**config.mk**
```make
export PLATFORM = sky130hd
export DESIGN_NAME = pq_display_drv_flat
export DESIGN_NICKNAME = d
export VERILOG_FILES = /design/src/rtl/pq_display_if.sv /design/src/rtl/pq_display_drv.sv /design/src/flat_wrapper.sv
export SDC_FILE = /design/constraint.sdc
export NUM_CORES = 1
export LEC_CHECK = 0
export BUFFER_PORTS_ARGS = -buffer_cell sky130_fd_sc_hd__buf_2
export CORE_UTILIZATION = 45
export CTS_BUF_LIST = sky130_fd_sc_hd__clkbuf_8
export DETAILED_ROUTE_END_ITERATION = 7
export PLACE_DENSITY = 0.72
export SYNTH_ARGS = -nofsm -noshare
export SYNTH_HDL_FRONTEND = slang
export SYNTH_SLANG_ARGS = --single-unit
```
**constraint.sdc**
```tcl
create_clock -name clk -period 7.5 [get_ports clk]
set_input_delay 1.5 -clock clk [delete_from_list [all_inputs] [get_ports clk]]
set_output_delay 1.5 -clock clk [all_outputs]
set_load 0.005 [all_outputs]
```
**src/rtl/pq_display_if.sv**
```systemverilog
// Signal bundle between the priority-queue status logic and the display driver.
// The master side supplies data, status and colour levels. The slave side drives
// the seven-segment digits and the RGB LED.
interface pq_display_if;
    logic       load;
    logic [7:0] data1;
    logic [7:0] data2;
    logic       sigFULL;
    logic       sigEMPTY;
    logic [2:0] red;
    logic [2:0] green;
    logic [2:0] blue;
    logic [3:0] an;
    logic [6:0] seg;
    logic       dp;
    logic       led_r;
    logic       led_g;
    logic       led_b;

    modport master (
        output load, data1, data2, sigFULL, sigEMPTY, red, green, blue,
        input  an, seg, dp, led_r, led_g, led_b
    );

    modport slave (
        input  load, data1, data2, sigFULL, sigEMPTY, red, green, blue,
        output an, seg, dp, led_r, led_g, led_b
    );
endinterface

```
**src/rtl/pq_display_drv.sv**
```systemverilog
// Four-digit multiplexed seven-segment driver for a priority-queue entry.
// The key byte appears on the upper two digits and the value byte on the lower two.
// The decimal point on digit 2 separates key from value.
// While the queue is full or empty, the whole display blinks.
// A 3-bit PWM drives the RGB status LED.
// Every output is registered.
module pq_display_drv #(
    parameter int REFRESH_DIV = 100000,
    parameter int BLINK_DIV   = 25000000
) (
    input  logic         clk,
    input  logic         rst,
    pq_display_if.slave  bus
);

    localparam int RW = $clog2(REFRESH_DIV);
    localparam int BW = $clog2(BLINK_DIV);
    localparam logic [RW-1:0] REF_LAST   = RW'(REFRESH_DIV - 1);
    localparam logic [BW-1:0] BLINK_LAST = BW'(BLINK_DIV - 1);

    // Active-low hex font, bit order g,f,e,d,c,b,a.
    function automatic logic [6:0] hex_to_seg(input logic [3:0] nib);
        logic [6:0] s;
        case (nib)
            4'h0: s = 7'b1000000;
            4'h1: s = 7'b1111001;
            4'h2: s = 7'b0100100;
            4'h3: s = 7'b0110000;
            4'h4: s = 7'b0011001;
            4'h5: s = 7'b0010010;
            4'h6: s = 7'b0000010;
            4'h7: s = 7'b1111000;
            4'h8: s = 7'b0000000;
            4'h9: s = 7'b0010000;
            4'hA: s = 7'b0001000;
            4'hB: s = 7'b0000011;
            4'hC: s = 7'b1000110;
            4'hD: s = 7'b0100001;
            4'hE: s = 7'b0000110;
            default: s = 7'b0001110;
        endcase
        return s;
    endfunction

    logic [15:0]   disp_reg;
    logic          valid;
    logic [RW-1:0] ref_cnt;
    logic [1:0]    idx;
    logic [BW-1:0] blink_cnt;
    logic          blink_phase;
    logic [2:0]    pwm_cnt;

    logic [3:0]    an_q;
    logic [6:0]    seg_q;
    logic          dp_q;
    logic          led_r_q;
    logic          led_g_q;
    logic          led_b_q;

    logic [3:0]    nibble;
    logic          blanked;
    logic          status_alert;

    assign status_alert = bus.sigFULL | bus.sigEMPTY;
    assign blanked      = ~valid | blink_phase;

    // Pick the nibble for the digit currently selected by idx.
    always_comb begin
        nibble = 4'h0;
        case (idx)
            2'd0: nibble = disp_reg[3:0];
            2'd1: nibble = disp_reg[7:4];
            2'd2: nibble = disp_reg[11:8];
            default: nibble = disp_reg[15:12];
        endcase
    end

    // Capture the queue entry on load. Once loaded, the display stays valid until reset.
    always_ff @(posedge clk or posedge rst) begin
        if (rst) begin
            disp_reg <= 16'h0000;
            valid    <= 1'b0;
        end else if (bus.load) begin
            disp_reg <= {bus.data1, bus.data2};
            valid    <= 1'b1;
        end
    end

    // Hold each digit for REFRESH_DIV cycles, then step to the next digit.
    always_ff @(posedge clk or posedge rst) begin
        if (rst) begin
            ref_cnt <= '0;
            idx     <= 2'd0;
        end else if (ref_cnt == REF_LAST) begin
            ref_cnt <= '0;
            idx     <= idx + 2'd1;
        end else begin
            ref_cnt <= ref_cnt + RW'(1);
        end
    end

    // Blink only while the queue is full or empty. Otherwise park the blinker so the display stays lit.
    always_ff @(posedge clk or posedge rst) begin
        if (rst) begin
            blink_cnt   <= '0;
            blink_phase <= 1'b0;
        end else if (!status_alert) begin
            blink_cnt   <= '0;
            blink_phase <= 1'b0;
        end else if (blink_cnt == BLINK_LAST) begin
            blink_cnt   <= '0;
            blink_phase <= ~blink_phase;
        end else begin
            blink_cnt   <= blink_cnt + BW'(1);
        end
    end

    // Free-running PWM phase shared by the three colour channels.
    always_ff @(posedge clk or posedge rst) begin
        if (rst) begin
            pwm_cnt <= 3'd0;
        end else begin
            pwm_cnt <= pwm_cnt + 3'd1;
        end
    end

    // Register the digit enable, segments and separator point from the current scan position.
    always_ff @(posedge clk or posedge rst) begin
        if (rst) begin
            an_q  <= 4'b1111;
            seg_q <= 7'h7F;
            dp_q  <= 1'b1;
        end else begin
            an_q  <= ~(4'b0001 << idx);
            seg_q <= blanked ? 7'h7F : hex_to_seg(nibble);
            dp_q  <= ~((idx == 2'd2) & ~blanked);
        end
    end

    // LED channels: on while the PWM phase is below the requested level.
    always_ff @(posedge clk or posedge rst) begin
        if (rst) begin
            led_r_q <= 1'b0;
            led_g_q <= 1'b0;
            led_b_q <= 1'b0;
        end else begin
            led_r_q <= (pwm_cnt < bus.red);
            led_g_q <= (pwm_cnt < bus.green);
            led_b_q <= (pwm_cnt < bus.blue);
        end
    end

    assign bus.an    = an_q;
    assign bus.seg   = seg_q;
    assign bus.dp    = dp_q;
    assign bus.led_r = led_r_q;
    assign bus.led_g = led_g_q;
    assign bus.led_b = led_b_q;

endmodule

```
**src/flat_wrapper.sv**
```systemverilog
// flat-port wrapper written by rule: the top's interface ports become plain ports
module pq_display_drv_flat 
#(
    parameter int REFRESH_DIV = 100000,
    parameter int BLINK_DIV   = 25000000
)
  (clk, rst, bus_load, bus_data1, bus_data2, bus_sigFULL, bus_sigEMPTY, bus_red, bus_green, bus_blue, bus_an, bus_seg, bus_dp, bus_led_r, bus_led_g, bus_led_b);
  pq_display_if bus_i ();
  input  logic clk;
  input  logic rst;
  input wire logic [$bits(bus_i.load)-1:0] bus_load;
  input wire logic [$bits(bus_i.data1)-1:0] bus_data1;
  input wire logic [$bits(bus_i.data2)-1:0] bus_data2;
  input wire logic [$bits(bus_i.sigFULL)-1:0] bus_sigFULL;
  input wire logic [$bits(bus_i.sigEMPTY)-1:0] bus_sigEMPTY;
  input wire logic [$bits(bus_i.red)-1:0] bus_red;
  input wire logic [$bits(bus_i.green)-1:0] bus_green;
  input wire logic [$bits(bus_i.blue)-1:0] bus_blue;
  output wire logic [$bits(bus_i.an)-1:0] bus_an;
  output wire logic [$bits(bus_i.seg)-1:0] bus_seg;
  output wire logic [$bits(bus_i.dp)-1:0] bus_dp;
  output wire logic [$bits(bus_i.led_r)-1:0] bus_led_r;
  output wire logic [$bits(bus_i.led_g)-1:0] bus_led_g;
  output wire logic [$bits(bus_i.led_b)-1:0] bus_led_b;
  assign bus_i.load = bus_load;
  assign bus_i.data1 = bus_data1;
  assign bus_i.data2 = bus_data2;
  assign bus_i.sigFULL = bus_sigFULL;
  assign bus_i.sigEMPTY = bus_sigEMPTY;
  assign bus_i.red = bus_red;
  assign bus_i.green = bus_green;
  assign bus_i.blue = bus_blue;
  assign bus_an = bus_i.an;
  assign bus_seg = bus_i.seg;
  assign bus_dp = bus_i.dp;
  assign bus_led_r = bus_i.led_r;
  assign bus_led_g = bus_i.led_g;
  assign bus_led_b = bus_i.led_b;
  pq_display_drv #(.REFRESH_DIV(REFRESH_DIV), .BLINK_DIV(BLINK_DIV)) u_core (.clk(clk), .rst(rst), .bus(bus_i));
endmodule
```
==> impl_results.md, run 1 <==
* Status: finished, final reports clean
* Worst slew pin tran at 1.03 ns
* Setup bufs post-CTS at 0
* Root Driver: clkbuf_8
* Max VDD drop at 0.103 mV
* First-pass GRT wire length at 11.6 mm
* F_max at 0.407 GHz
* HP Class: flop to flop
* Final net count at 448
* Number of global-route vias before repair at 2,583
* Post-synth net total at 400
* Cell Area, Placed at 4120 um^2
* Cell area power density at 204 nW/um^2
* Setup TNS at 0 ns
* CP startpoint kind: flop
* Finished Core Util at 0.529
* Clk buf depth at 2
* Buf/Inv on CP at 1
* All-Layer GR Usage at 0.168
* ANT nets after route at 0
* Final setup viols at 0
* Mapped Area at 3800 um^2
* Max reg flops at 25
* CP max stage cell: dfstp_2
* Cells along the critical path: buf_2
* Core ar. at 8180 um^2
* Setup crit end kind: primary output
* Post-DP HPWL at 4.57 mm
* GP Congestion at 0.799
* Fillcell total at 722
* Syn avg cell area at 10.9 um^2
* Mapped Cells at 350
* CTS Hold Bufs at 0
* CP Max Fanout at 1
* Clock tree from TritonCTS: done
* RSZ-0062 raised after global routing: no
* Total CTS buffers at 9
* Die footprint at 8820 um^2
* Clk sink count at 80
* Initial drt markers at 127
* Ys flop type: dfrtp_1
* Wirelength, routed at 6.54 mm
* Initial Util at 0.465
* Sequential area share after synthesis at 0.531
* Yosys warns at 0
* Worst-Skew Late Latency at 0.34 ns
* Clock Pin Slew Worst Setup and Hold Paths at 0.08 ns
* EDFF count, synth at 0
* Critical path required time at 6.00 ns
* Area occupied by multi-input gates at 1650 um^2
* Die height at 93.9 um
* First drt pass iteration count at 5
* H-tree lvl count at 3
* Clock period minus worst slack at 2.46 ns
* Num ports at 45
* Cell family with most CP delay: flip-flops
* Period Utilization, post-route at 0.328
* Number of antenna diodes at 0
* Initial antenna violation count at 0
* Worst stage delay on the critical path at 0.52 ns
* IO buf count at 44
* Row cnt at 33
* Clk_skew at 0.00959 ns
* Cts repair resizes at 0
* Design area at 4330 um^2
* CP arrival at 0.96 ns
* Max-slew violations at 0
* Max-cap violations at 0
* Ratio of cells with drive above 1 in the final layout at 0.228
* Total gr overflow at 0
* Vias per cell at 5.14
* #FFs+latches synth at 80
* Synth async-reset ratio at 1.00
* Area Growth Syn to Fin at 13.9%
* Hold Vio Cnt, Final at 0
* Slew headroom at 0.297
* Post-route DRC at 0
* Wire length per cell at 12.9 um
* Largest net degree at the start of global routing at 81
* Die width at 93.9 um
* Post-synth cell types at 39
* Lkg Pwr at 2.06 nW
* Storage cell area at 2020 um^2
* CP Class: flop to primary output
* Vias post-DR at 2,609
cells by family (layout without fill, tap and decap cells):
group	count (synthesis)	in the layout	share of synthesized area
AO/OA/AOI/OAI	26	26	0.0474
XOR/XNOR	41	41	0.0945
adder cells (fa/ha/maj)	20	20	0.0659
buffers and inverters	32	85	0.0342
flip-flops	80	80	0.531
multiplexers	21	21	0.0606
AND/OR/NAND/NOR	130	130	0.167
per-stage QoR:
stage,setup slack (ns),cells,hold WS (ns),power (mW)
floorplan,3.97,350,0.438,0.538
global placement,5.01,492,0.463,0.563
finish,5.04,508,0.475,0.882
CTS,5.02,508,0.482,0.891
global route,4.88,508,0.511,0.923
detailed placement,4.98,492,0.471,0.567
Yosys cell counts, drive strengths merged, types with 3 or more instances:
master,count,area [um^2]
ha,20,250
nand3,20,100
mux2,16,180
nor3,6,30.0
o21ai,5,25.0
nand4,11,68.8
dfstp,12,315
and4,3,26.3
a21oi,7,35.0
inv,24,90.1
dfrtp,68,1700
and3,5,32.5
a222oi,4,40.0
clkbuf,5,18.8
buf,3,21.3
a21o,3,22.5
xor2,25,219
nor2b,3,18.8
nor2,48,180
xnor2,16,140
mux2i,5,50.1
nor4,3,18.8
nand2,21,78.8
power by group:
part           internal, mW  leakage [nW]  switching, mW
Sequential            0.459         0.998         0.0147
Clock                 0.171         0.101          0.154
Combinational        0.0382         0.964         0.0453
Total                 0.668          2.06          0.214
cells in the final DEF (no fill, tap or decap), types with 2 or more instances in the layout:
master,count
clkinvlp_4,2
dfstp_2,12
dfrtp_1,68
o21ai_0,5
clkinv_2,3
mux2i_1,5
nor2_1,48
buf_2,44
ha_1,20
a21oi_1,7
nand3_1,20
or4b_1,2
nor4_1,3
xor2_1,25
a222oi_1,4
a21o_1,3
and3_1,4
nand2_1,21
nand4_1,11
nor2b_1,3
inv_1,23
nor4b_1,2
nand2b_1,2
xnor2_1,16
or2_2,2
clkbuf_8,11
and4_1,3
nor3_1,6
mux2_2,15
final cells by class:
cell class	count	area share
inverters	24	0.0211
well taps	105	0.0304
repair buffers	45	0.0526
multi-input cells	238	0.382
clock inverters	5	0.0127
clock buffers	11	0.0350
flip-flops and latches	80	0.466
worst reg2reg max path, cell delays in order, from the launching register on:
cell and delay (ns):
dfrtp_1 0.42, inv_1 0.12, ha_1 0.29, a222oi_1 0.11
a21oi_1 0.32, inv_1 0.19, ha_1 0.34, nor2_1 0.05
a2111oi_0 0.38, a41oi_1 0.09
per-layer routing:
metal,share of wire,up-vias,global-route usage
met3,0.024,11,0.0243
li1,-,1288,-
met4,0.019,0,0.0692
met1,0.49,1268,0.227
met5,0,-,0
met2,0.47,42,0.272
worst paths after layout:
kind	start	to	slack, ns	cells after the start
setup / recovery	u_core.bus.seg[5]	bus_seg[5]	5.04	1
hold / removal	u_core.pwm_cnt[0]	u_core.pwm_cnt[0]	0.47	1
setup reg to reg	u_core.idx[0]	u_core.bus.seg[3]	5.08	9
hold reg to reg	u_core.pwm_cnt[0]	u_core.pwm_cnt[0]	0.47	1
max in group asynchronous	rst	u_core.disp_reg[13]	5.41	3
min in group asynchronous	rst	u_core.ref_cnt[16]	1.45	3
No activity file was read; power rests on OpenSTA's default activity.
==> inputs of run 2 (changes only) <==
clock period = 2.3 ns   (was 7.5 ns; I/O delays follow)
==> run 2 against run 1 <==
Die area did not move. Cell area is 2.6% higher. Setup slack worse by 5.0 ns. Power increased to 3.1 times the previous value. Non-clock buffer count is 13 higher. Wire length is 3.9% higher. Hold slack worse by 0.29 ns. Sequential share of layout area shrank 1.2 points. Critical endpoint is now u_core.idx[1]. Largest cell class unchanged.
==> impl_results.md, run 2 (synthesized netlist as in run 1, its figures left out) <==
* Largest net degree at the start of global routing at 39
* Placed Cells at 502
* Worst slew pin tran at 0.601 ns
* Area Growth Syn to Fin at 16.8%
* CP startpoint kind: flop
* Lkg Pwr at 2.12 nW
* Setup WS pre-CTS at 0.0691 ns
* IO buf count at 44
* Max reg flops at 25
* Cell family with most CP delay: simple AND/OR/NAND/NOR gates
* Setup TNS at 0 ns
* Setup crit end kind: flop
* Core ar. at 8180 um^2
* Final cell count without fillers at 521
* Wire length per cell at 13.0 um
* Worst stage delay on the critical path at 0.50 ns
* ANT nets after route at 0
* F_max at 0.449 GHz
* Slew headroom at 0.598
* First-pass GRT wire length at 11.9 mm
* Fin Hold WS at 0.189 ns
* HP Class: input port to asynchronous set/reset pin
* Number of antenna diodes at 0
* Clk sink count at 80
* GP Congestion at 0.854
* Vias per cell at 5.17
* Worst-Skew Late Latency at 0.34 ns
* CTS Hold Bufs at 0
* CP arrival at 2.45 ns
* Initial Util at 0.465
* Buf/Inv on CP at 0
* Vias post-DR at 2,692
* H-tree lvl count at 3
* Wirelength, routed at 6.80 mm
* Post-DP HPWL at 4.90 mm
* Total gr overflow at 0
* Reg2reg path depth at 5
* First drt pass iteration count at 7
* RSZ-0062 raised after global routing: yes
* Die height at 93.9 um
* Final setup viols at 0
* Max-slew violations at 0
* Num ports at 45
* Setup WS post-layout at 0.0753 ns
* Finished Core Util at 0.543
* Initial drt markers at 98
* Clock Pin Slew Worst Setup and Hold Paths at 0.08 ns
* Reg2reg end: u_core.idx[1]
* Clk_skew at 0.00893 ns
* Most frequent cells in the layout: 68 x dfrtp_1, 48 x nor2_1, 44 x buf_2
* Post-route DRC at 0
* Hold Vio Cnt, Final at 0
* Critical path required time at 2.52 ns
* CP max stage cell: or4b_1
* Cell area power density at 613 nW/um^2
* Cells along the critical path: or4b_1 > or4b_1 > nor4_1 > and3_2 > mux2_4
* Max VDD drop at 0.388 mV
* Clock period minus worst slack at 2.22 ns
* R2r startpoint: u_core.ref_cnt[13]
* Total CTS buffers at 9
* Period Utilization, post-route at 0.967
* Most frequent CP cell: or4b_1
* CP Class: flop to flop
* Flop2flop setup slack at 0.08 ns
* Initial antenna violation count at 0
* Clk buf depth at 2
* Max-cap violations at 0
* Ratio of cells with drive above 1 in the final layout at 0.267
* Root Driver: clkbuf_8
* CP Max Fanout at 4
* All-Layer GR Usage at 0.171
* Die footprint at 8820 um^2
* Final net count at 461
* Die width at 93.9 um
* Clock tree from TritonCTS: done
* Commonest non-fill, non-tap cell in the layout: dfrtp_1
* Status: finished, final reports clean
* Row cnt at 33
* Number of global-route vias before repair at 2,672
==> run 2: metrics by stage <==
step,power [mW],area [um^2]
final,2.72,4440
after global routing,2.86,4440
after CTS,2.75,4390
after detailed placement,1.87,4220
after global placement,1.85,4220
after floorplan,1.75,3800
==> run 2: layout make-up <==
cell class	count	area, um^2
repair buffers	58	350
inverters	24	93.8
clock inverters	7	41.3
flip-flops and latches	80	2020
well taps	105	131
multi-input cells	238	1680
clock buffers	9	124
fillers	711	3740
==> run 2: metal layers <==
layer / up-vias / routed length [um] / share of wire / track usage
met4: 0 / 108 / 0.016 / 0.0731
met3: 8 / 155 / 0.023 / 0.0332
met1: 1331 / 3210 / 0.47 / 0.225
li1: 1317 / - / - / -
met2: 36 / 3330 / 0.49 / 0.276
met5: - / 0 / 0 / 0
==> run 2: timing repair <==
item                                    4_1_cts  5_1_grt
setup buffers                                 0        3
resized for setup                             0       10
endpoints found under the setup margin        0        8
==> run 2: worst max path at each step <==
stage                             startpoint                end  slack, ns  cells past startpoint
after floorplan           u_core.ref_cnt[12]      u_core.idx[1]       0.14                      5
after global placement    u_core.ref_cnt[13]      u_core.idx[1]       0.09                      5
after detailed placement  u_core.ref_cnt[12]      u_core.idx[1]       0.07                      5
after CTS                      u_core.idx[1]  u_core.bus.seg[5]       0.04                      9
after global routing      u_core.ref_cnt[13]      u_core.idx[1]     -0.003                      5
final                     u_core.ref_cnt[13]      u_core.idx[1]       0.08                      5
==> run 2: report_power, final <==
group	switching (mW)	internal [mW]
Combinational	0.154	0.142
Clock	0.493	0.382
Sequential	0.0527	1.50
